### config.mk
export PLATFORM = sky130hd
export DESIGN_NAME = raizing_rom_slot
export DESIGN_NICKNAME = d
export VERILOG_FILES = /design/src/rtl/raizing_sdram_pkg.sv /design/src/rtl/raizing_rom_slot.sv
export SDC_FILE = /design/constraint.sdc
export NUM_CORES = 1
export LEC_CHECK = 0
export BUFFER_PORTS_ARGS = -buffer_cell sky130_fd_sc_hd__buf_2
export CAP_MARGIN = 5
export CORE_ASPECT_RATIO = 0.8
export CORE_UTILIZATION = 53
export CTS_CLUSTER_SIZE = 10
export DETAILED_ROUTE_END_ITERATION = 8
export PLACE_DENSITY_LB_ADDON = 0.2
export SYNTH_ARGS = -nofsm -noshare
export SYNTH_HDL_FRONTEND = slang
export SYNTH_SLANG_ARGS = --single-unit
### constraint.sdc
create_clock -name CLK -period 3.9 [get_ports CLK]
set_clock_uncertainty 0.1 [all_clocks]
set_input_delay 0.195 -clock CLK [delete_from_list [all_inputs] [get_ports CLK]]
set_output_delay 0.195 -clock CLK [all_outputs]
set_load 0.01 [all_outputs]
### src/rtl/raizing_sdram_pkg.sv
// Shared SDRAM bank definitions for the raizing ROM slots.
// Contents: bank address/data widths, slot FSM state encoding, and the
// client-address to bank-word-address mapping.
package raizing_sdram_pkg;

  localparam int unsigned SDRAM_AW = 22;
  localparam int unsigned SDRAM_DW = 16;

  typedef enum logic [1:0] {
    IDLE = 2'd0,
    REQ  = 2'd1,
    DATA = 2'd2
  } state_e;

  // Scale a client address (in client-data-width units) to a 16-bit bank
  // word address and add the region base; the sum wraps modulo 2^22.
  function automatic logic [SDRAM_AW-1:0] word_addr(
    input int unsigned           dw,
    input logic [SDRAM_AW-1:0]   offset,
    input logic [31:0]           addr
  );
    logic [SDRAM_AW-1:0] rel;
    case (dw)
      8:       rel = SDRAM_AW'(addr >> 1);
      32:      rel = SDRAM_AW'(addr << 1);
      default: rel = SDRAM_AW'(addr);
    endcase
    return offset + rel;
  endfunction

endpackage

### src/rtl/raizing_rom_slot.sv
// ROM request slot: turns a client CS/ADDR request into an SDRAM bank read,
// gathers the 1-2 returned words and presents OK/DOUT. A one-entry tag cache
// answers repeated addresses without touching the bank.
// Ports:
//   CLK, RESET            clock, synchronous active-high reset
//   CS, ADDR              client request and address (client-width units)
//   OK, DOUT              data valid for current ADDR, read data (combinational)
//   BA_ADDR, BA_RD        bank word address and read request (registered)
//   BA_ACK                bank accepted the request
//   BA_DST, BA_DOK, BA_RDY first word / word valid / last word strobes
//   DATA_READ             bank read data
module raizing_rom_slot
  import raizing_sdram_pkg::*;
#(
  parameter int unsigned         AW     = 22,
  parameter int unsigned         DW     = 16,
  parameter logic [SDRAM_AW-1:0] OFFSET = '0
) (
  input  logic                CLK,
  input  logic                RESET,
  input  logic                CS,
  input  logic [AW-1:0]       ADDR,
  output logic                OK,
  output logic [DW-1:0]       DOUT,
  output logic [SDRAM_AW-1:0] BA_ADDR,
  output logic                BA_RD,
  input  logic                BA_ACK,
  input  logic                BA_DST,
  input  logic                BA_DOK,
  input  logic                BA_RDY,
  input  logic [SDRAM_DW-1:0] DATA_READ
);

  localparam int unsigned DDW = (DW > 16) ? DW : 16;
  // Byte clients share one cached word between both byte addresses.
  localparam logic [AW-1:0] TAG_MASK = (DW == 8) ? ~AW'(1) : '1;

  if (DW != 8 && DW != 16 && DW != 32) begin : g_bad_dw
    $error("raizing_rom_slot: DW must be 8, 16 or 32");
  end

  state_e                state_q, state_d;
  logic [AW-1:0]         pend_q, pend_d;
  logic [AW-1:0]         tag_q, tag_d;
  logic                  v_q, v_d;
  logic [DDW-1:0]        d_q, d_d;
  logic [SDRAM_AW-1:0]   ba_addr_q, ba_addr_d;
  logic                  ba_rd_q, ba_rd_d;
  logic                  got_dst_q, got_dst_d;
  logic                  tag_hit_c;
  logic                  capture_c;

  // Cache hit: valid tag matching the live address.
  assign tag_hit_c = ((tag_q ^ ADDR) & TAG_MASK) == '0;
  assign OK        = CS & v_q & tag_hit_c;
  assign BA_ADDR   = ba_addr_q;
  assign BA_RD     = ba_rd_q;

  if (DW == 8) begin : g_dout8
    assign DOUT = ADDR[0] ? d_q[15:8] : d_q[7:0];
  end else begin : g_dout
    assign DOUT = d_q[DW-1:0];
  end

  // State register.
  always_ff @(posedge CLK) begin
    if (RESET) state_q <= IDLE;
    else       state_q <= state_d;
  end

  // Next-state logic.
  always_comb begin
    state_d = state_q;
    case (state_q)
      IDLE:    if (CS && !OK) state_d = REQ;
      REQ:     if (BA_ACK)    state_d = DATA;
      DATA:    if (BA_RDY)    state_d = IDLE;
      default: state_d = IDLE;
    endcase
  end

  // Datapath next values: request issue, word capture, cache fill.
  always_comb begin
    pend_d    = pend_q;
    tag_d     = tag_q;
    v_d       = v_q;
    d_d       = d_q;
    ba_addr_d = ba_addr_q;
    ba_rd_d   = ba_rd_q;
    got_dst_d = got_dst_q;
    // A word arriving together with the ACK is taken as well.
    capture_c = (state_q == DATA) || (state_q == REQ && BA_ACK);

    case (state_q)
      IDLE: begin
        if (CS && !OK) begin
          pend_d    = ADDR;
          ba_addr_d = word_addr(DW, OFFSET, 32'(ADDR));
          ba_rd_d   = 1'b1;
          v_d       = 1'b0;
          got_dst_d = 1'b0;
        end
      end
      REQ: begin
        if (BA_ACK) ba_rd_d = 1'b0;
      end
      DATA: begin
        if (BA_RDY) begin
          tag_d = pend_q;
          v_d   = 1'b1;
        end
      end
      default: ;
    endcase

    if (capture_c) begin
      if (BA_DOK && BA_DST) begin
        d_d[15:0] = DATA_READ;
        got_dst_d = 1'b1;
      end else if (BA_RDY && !got_dst_q) begin
        // Burst ended without a first-word marker: treat it as the low word.
        d_d[15:0] = DATA_READ;
      end else if (BA_DOK && DW == 32) begin
        d_d[DDW-1:DDW-16] = DATA_READ;
      end
    end
  end

  // Datapath registers.
  always_ff @(posedge CLK) begin
    if (RESET) begin
      pend_q    <= '0;
      tag_q     <= '0;
      v_q       <= 1'b0;
      d_q       <= '0;
      ba_addr_q <= '0;
      ba_rd_q   <= 1'b0;
      got_dst_q <= 1'b0;
    end else begin
      pend_q    <= pend_d;
      tag_q     <= tag_d;
      v_q       <= v_d;
      d_q       <= d_d;
      ba_addr_q <= ba_addr_d;
      ba_rd_q   <= ba_rd_d;
      got_dst_q <= got_dst_d;
    end
  end

endmodule

; After elaboration in Yosys (flattened, before gate mapping)
; Index checks and enable logic that the tools add are counted.
[word_totals]
out_inout_bits = 40
mem_bits_ro = 0
n_memories = 0
reg_bits = 65
latchBits = 0
mem_bits_rw = 0
[op_classes]
bitwise = 3
mul = 0
reduce_logical = 18
n_lt_le_gt_ge = 0
muxes = 16
add_sub_neg = 0
n_shift = 0
div_mod_pow = 0
eq_ne = 5
[ops]
columns = op, n
row1 = $mux 16, 2
row2 = $logic_not 22->1, 1
row3 = $xor 22x22->22, 1
row4 = $reduce_and 3->1, 3
row5 = $mux 1, 8
row6 = $mux 2, 3
row7 = $ne 2x2->1 const B, 3
row8 = $pmux 2 s3, 1
row9 = $reduce_and 2->1, 3
row10 = $reduce_bool 2->1, 3
row11 = $logic_and 1x1->1, 4
row12 = $pmux 1 s2, 2
row13 = $and 1x1->1, 2
row14 = $eq 2x1->1 const B, 1
row15 = $eq 2x2->1 const B, 1
row16 = $logic_not 1->1, 2
row17 = $logic_not 2->1, 1
row18 = $logic_or 1x1->1, 1

; Logic depth before layout (Yosys ltp)
[depth]
word_depth = 9
mapped_depth = 6

; Least setup slack after synthesis
; OpenSTA, ideal clock, no wires.
[synth_path]
path_kind = flip-flop to flip-flop
from = register tag_q[16]
to = register ba_addr_q[10], in the netlist BA_ADDR[10]
path_buffers = 1
synth_period_minus_slack_ns = 1.701
setup_ns = 0.117
path_slack_ns = 2.199
arrival_time_ns = 1.484
path_stages_with_launch = 7
required_ns = 3.683
cell_sequence = dfxtp_1 -> xor2_1 -> nor4_1 -> nand4_1 -> o21ba_2 -> buf_6 -> a22o_1
[synth_between]
elab_chain_len = 6
[synth_lines]
columns = item, line_no
row1 = from (decl), raizing_rom_slot.sv:44  ; logic [AW-1:0] tag_q, tag_d;
row2 = from (signal assigned), raizing_rom_slot.sv:141  ; tag_q <= tag_d;
row3 = $xor 22x22->22, raizing_rom_slot.sv:54  ; assign tag_hit_c = ((tag_q ^ ADDR) & TAG_MASK) == '0;
row4 = $logic_not 22->1, raizing_rom_slot.sv:54
row5 = $and 1x1->1, raizing_rom_slot.sv:55  ; assign OK = CS & v_q & tag_hit_c;
row6 = $logic_not 1->1, raizing_rom_slot.sv:96  ; if (CS && !OK) begin
row7 = $logic_and 1x1->1, raizing_rom_slot.sv:96
row8 = $reduce_and 2->1 (no line), n/a
row9 = to (signal assigned), raizing_rom_slot.sv:144  ; ba_addr_q <= ba_addr_d;
row10 = to (decl), raizing_rom_slot.sv:47  ; logic [SDRAM_AW-1:0] ba_addr_q, ba_addr_d;
; No other way between the ends.
; A chain may end at the register's enable or synchronous reset.

; Worst setup path after layout
[layout_path]
from = input ADDR[7]
to = register ba_addr_q[8], in the netlist BA_ADDR[8]
[layout_between]
elab_chain_len = 6
[layout_lines]
columns = item, line_no
row1 = from (decl), raizing_rom_slot.sv:22  ; input logic [AW-1:0] ADDR,
row2 = $xor 22x22->22, raizing_rom_slot.sv:54
row3 = $logic_not 22->1, raizing_rom_slot.sv:54
row4 = $and 1x1->1, raizing_rom_slot.sv:55
row5 = $logic_not 1->1, raizing_rom_slot.sv:96
row6 = $logic_and 1x1->1, raizing_rom_slot.sv:96
row7 = $reduce_and 2->1 (no line), n/a
; No other way between the ends.

==> key figures <==
Run status
  – Outcome: complete, no violations

Drt
  – Vias per Instance: 5.18
  – WL final: 6140 um
  – Initial DRC count: 79
  – DR pass1 iterations: 4
  – Mean routed wirelength per cell: 14.5 um
  – Drt drc: 0
  – Routed Antenna Nets: 0
  – Vias after detailed routing: 2196

Synthesis
  – Sequential area share after synthesis: 52.5%
  – Yosys warning count: 0
  – Synthesized area per cell: 9.72 um^2
  – Largest area contributor in the netlist: dfxtp_1
  – Largest cells by area after synthesis: dfxtp_1 (52%), a22o_1 (7.8%), xor2_1 (7.8%)
  – Synthesis-stage register bit count: 65
  – Syn Nets: 300
  – Synth cell types: 30
  – Synthesized area: 2480 um^2
  – Mapped Cells: 255
  – Share of Yosys cell area claimed by the top area cell type: 52.5%

Worst setup path
  – Crit path required time: 4.07 ns
  – Reg2reg setup slack: 1.63 ns
  – Reg2Reg Capture Point: BA_ADDR[8]
  – Critical path endpoint: BA_ADDR[8]
  – Largest delay share family, worst path: compound AO/OA/AOI/OAI gates
  – CP Buf/Inv Count: 2
  – Critical Path End Type: register
  – R2r startpoint: tag_q[7]
  – CP Depth: 7
  – Crit-path slowest cell: o21ai_2
  – Crit Path Max Fanout: 24
  – Startpoint types: primary input
  – Critical Path Max Stage Delay: 0.87 ns
  – R2R cell count: 5
  – Data arrival time of the critical path: 2.63 ns
  – Critical Path Source: ADDR[7]
  – CP Class: in2reg
  – Worst-path cell chain: dlygate4sd3_1 -> buf_2 -> xor2_1 -> nor4_1 -> nand4_1 -> o21ai_2 -> a22o_1

Worst hold path
  – Hold path depth: 3
  – Min-delay worst type: in2reg

STA
  – RSZ-0062 raised after global routing: no
  – Final Cycle Share: 63.1%
  – Max_slew headroom: 31.0%
  – Hold Vio Cnt, Final: 0
  – Setup TNS: 0 ns
  – Final setup viols: 0
  – Max Freq: 406 MHz
  – Slew Viols, Final: 0
  – Final min period: 2.46 ns
  – Hold WS: 0.0104 ns
  – Final WS setup: 1.44 ns
  – Slew @ Worst Pin: 1.03 ns

Cells and area
  – Area Overhead vs Synth: 35.3%
  – Layout cells sized above 1: 28.3%
  – Most frequent cells in the layout: buf_2 (84), dfxtp_1 (65), nand2_1 (48), dlygate4sd3_1 (28), a21oi_1 (24)
  – Fin util: 77.3%
  – Commonest non-fill, non-tap cell in the layout: buf_2
  – Fillers: 328
  – Antenna diodes: 0
  – Final net count: 409

Global routing
  – Largest net degree at the start of global routing: 43
  – First-pass GRT wire length: 10100 um
  – Vias in the first global route: 2219
  – Gr ovfl total: 0
  – GR Util All Layers: 27.0%
  – Initial antenna violation count: 0

Floorplan
  – Area of the die: 4960 um^2
  – I/O pin count: 85
  – Site Rows: 21
  – Core area: 4340 um^2
  – DIE WIDTH: 78.5 um
  – Die Y: 63.2 um
  – Initial core utilization: 57.2%

Pwr
  – Max VDD drop: 0.260 mV
  – Gate power share: 12.0%
  – Clk pwr share: 37.9%
  – Int Power: 1.08 mW
  – Sw Pwr: 345 uW
  – Sequential Power Share: 50.1%
  – Sw Ratio: 24.2%
  – PwrDens: 425 nW/um^2
  – Static leakage: 1.51 nW

Clock network
  – CTS max path bufs: 2
  – Sink Count: 65
  – CTS tree: built
  – Post-CTS Setup Inserts: 0
  – Clock Latency Late Sink: 0.33 ns
  – Root Buffer: clkbuf_8
  – Clock slew at reported path FFs: 0.07 ns
  – CTS buffer count: 9
  – # H-tree levels: 3

Placed design
  – Placer Congestion: 0.743
  – Dpl hpwl: 3600 um
  – # port buffers: 84
  – Dpl ws: 1.64 ns

Flow run
  – Max Cap Viol: 0
final cells by class:
cell class	count	area, um^2	share of cell area, %
clock buffers	10	138	4.10
clock inverters	4	45.0	1.34
inverters	2	7.51	0.224
multi-input cells	174	1090	32.5
flip-flops and latches	65	1300	38.8
well taps	57	71.3	2.13
repair buffers	112	701	20.9
metrics by stage:
stage,power (mW),area (um^2),instances
2_1_floorplan,0.811,2480,255
3_3_place_gp,0.871,2890,382
3_5_place_dp,0.874,2890,382
4_1_cts,1.43,3350,424
5_1_grt,1.49,3350,424
6_report,1.43,3350,424
logic make-up (layout without fill, tap and decap cells):
| family | after synthesis | in the layout | synth area share (%) |
|---|---|---|---|
| and+or+nand+nor | 83 | 83 | 14.3 |
| xor gates and xnor gates | 22 | 22 | 7.77 |
| AOI/OAI and AO/OA | 53 | 53 | 15.4 |
| buffers and inverters | 16 | 128 | 3.53 |
| muxes | 16 | 16 | 6.46 |
| DFF | 65 | 65 | 52.5 |
sequential cells by signal (all words and copies together) (netlist names):
name	cells
got_dst_q	1
v_q	1
state_q	2
tag_q	22
BA_ADDR	22
BA_RD	1
DOUT	16
worst min-delay path by stage:
stage,slack [ns],from,end
6_report,0.01,DATA_READ[3],DOUT[3]
5_1_grt,0.001,ADDR[11],BA_ADDR[11]
3_5_place_dp,0.34,DATA_READ[9],DOUT[9]
4_1_cts,0.0003,ADDR[11],BA_ADDR[11]
2_1_floorplan,0.23,ADDR[10],BA_ADDR[10]
3_3_place_gp,0.33,DATA_READ[11],DOUT[11]
timing repair:
item / in CTS / in global routing
hold buffers: 28 / 0
gates resized for setup: 0 / 0
endpoints found under the hold margin: 28 / 0
synthesized netlist by cell type, drive strengths merged:
library cell	n
nand2b	2
buf	6
a22o	22
nor3	1
nand3b	1
mux2i	16
nor2	19
a21oi	24
o21a	2
nand2	48
nand4	2
inv	2
a31o	1
or2	1
nand3	1
or4b	1
dfxtp	65
nor3b	1
clkbuf	8
and2	1
o21ba	1
nor4	4
xor2	22
a22oi	1
nor2b	1
o21ai	2
layer usage:
metal	wire [um]	track usage, %	share of wire, %
met2	2990	46.1	49
met1	2650	29.6	43
met3	435	10.6	7.1
met5	0	0	0
met4	72	12.0	1.2
tightest hold or removal path: stages:
cell and delay (ns):
buf_2 0.07, mux2i_1 0.06, nor2_1 0.08
power by group through the flow:
stage | registers [mW] | logic [mW] | clock network (mW)
3_5_place_dp | 0.726 | 0.147 | 0
2_1_floorplan | 0.736 | 0.0751 | 0
4_1_cts | 0.712 | 0.169 | 0.551
5_1_grt | 0.717 | 0.187 | 0.583
3_3_place_gp | 0.726 | 0.144 | 0
6_report | 0.714 | 0.171 | 0.541
Note: power is estimated with default switching activity, not from simulation.
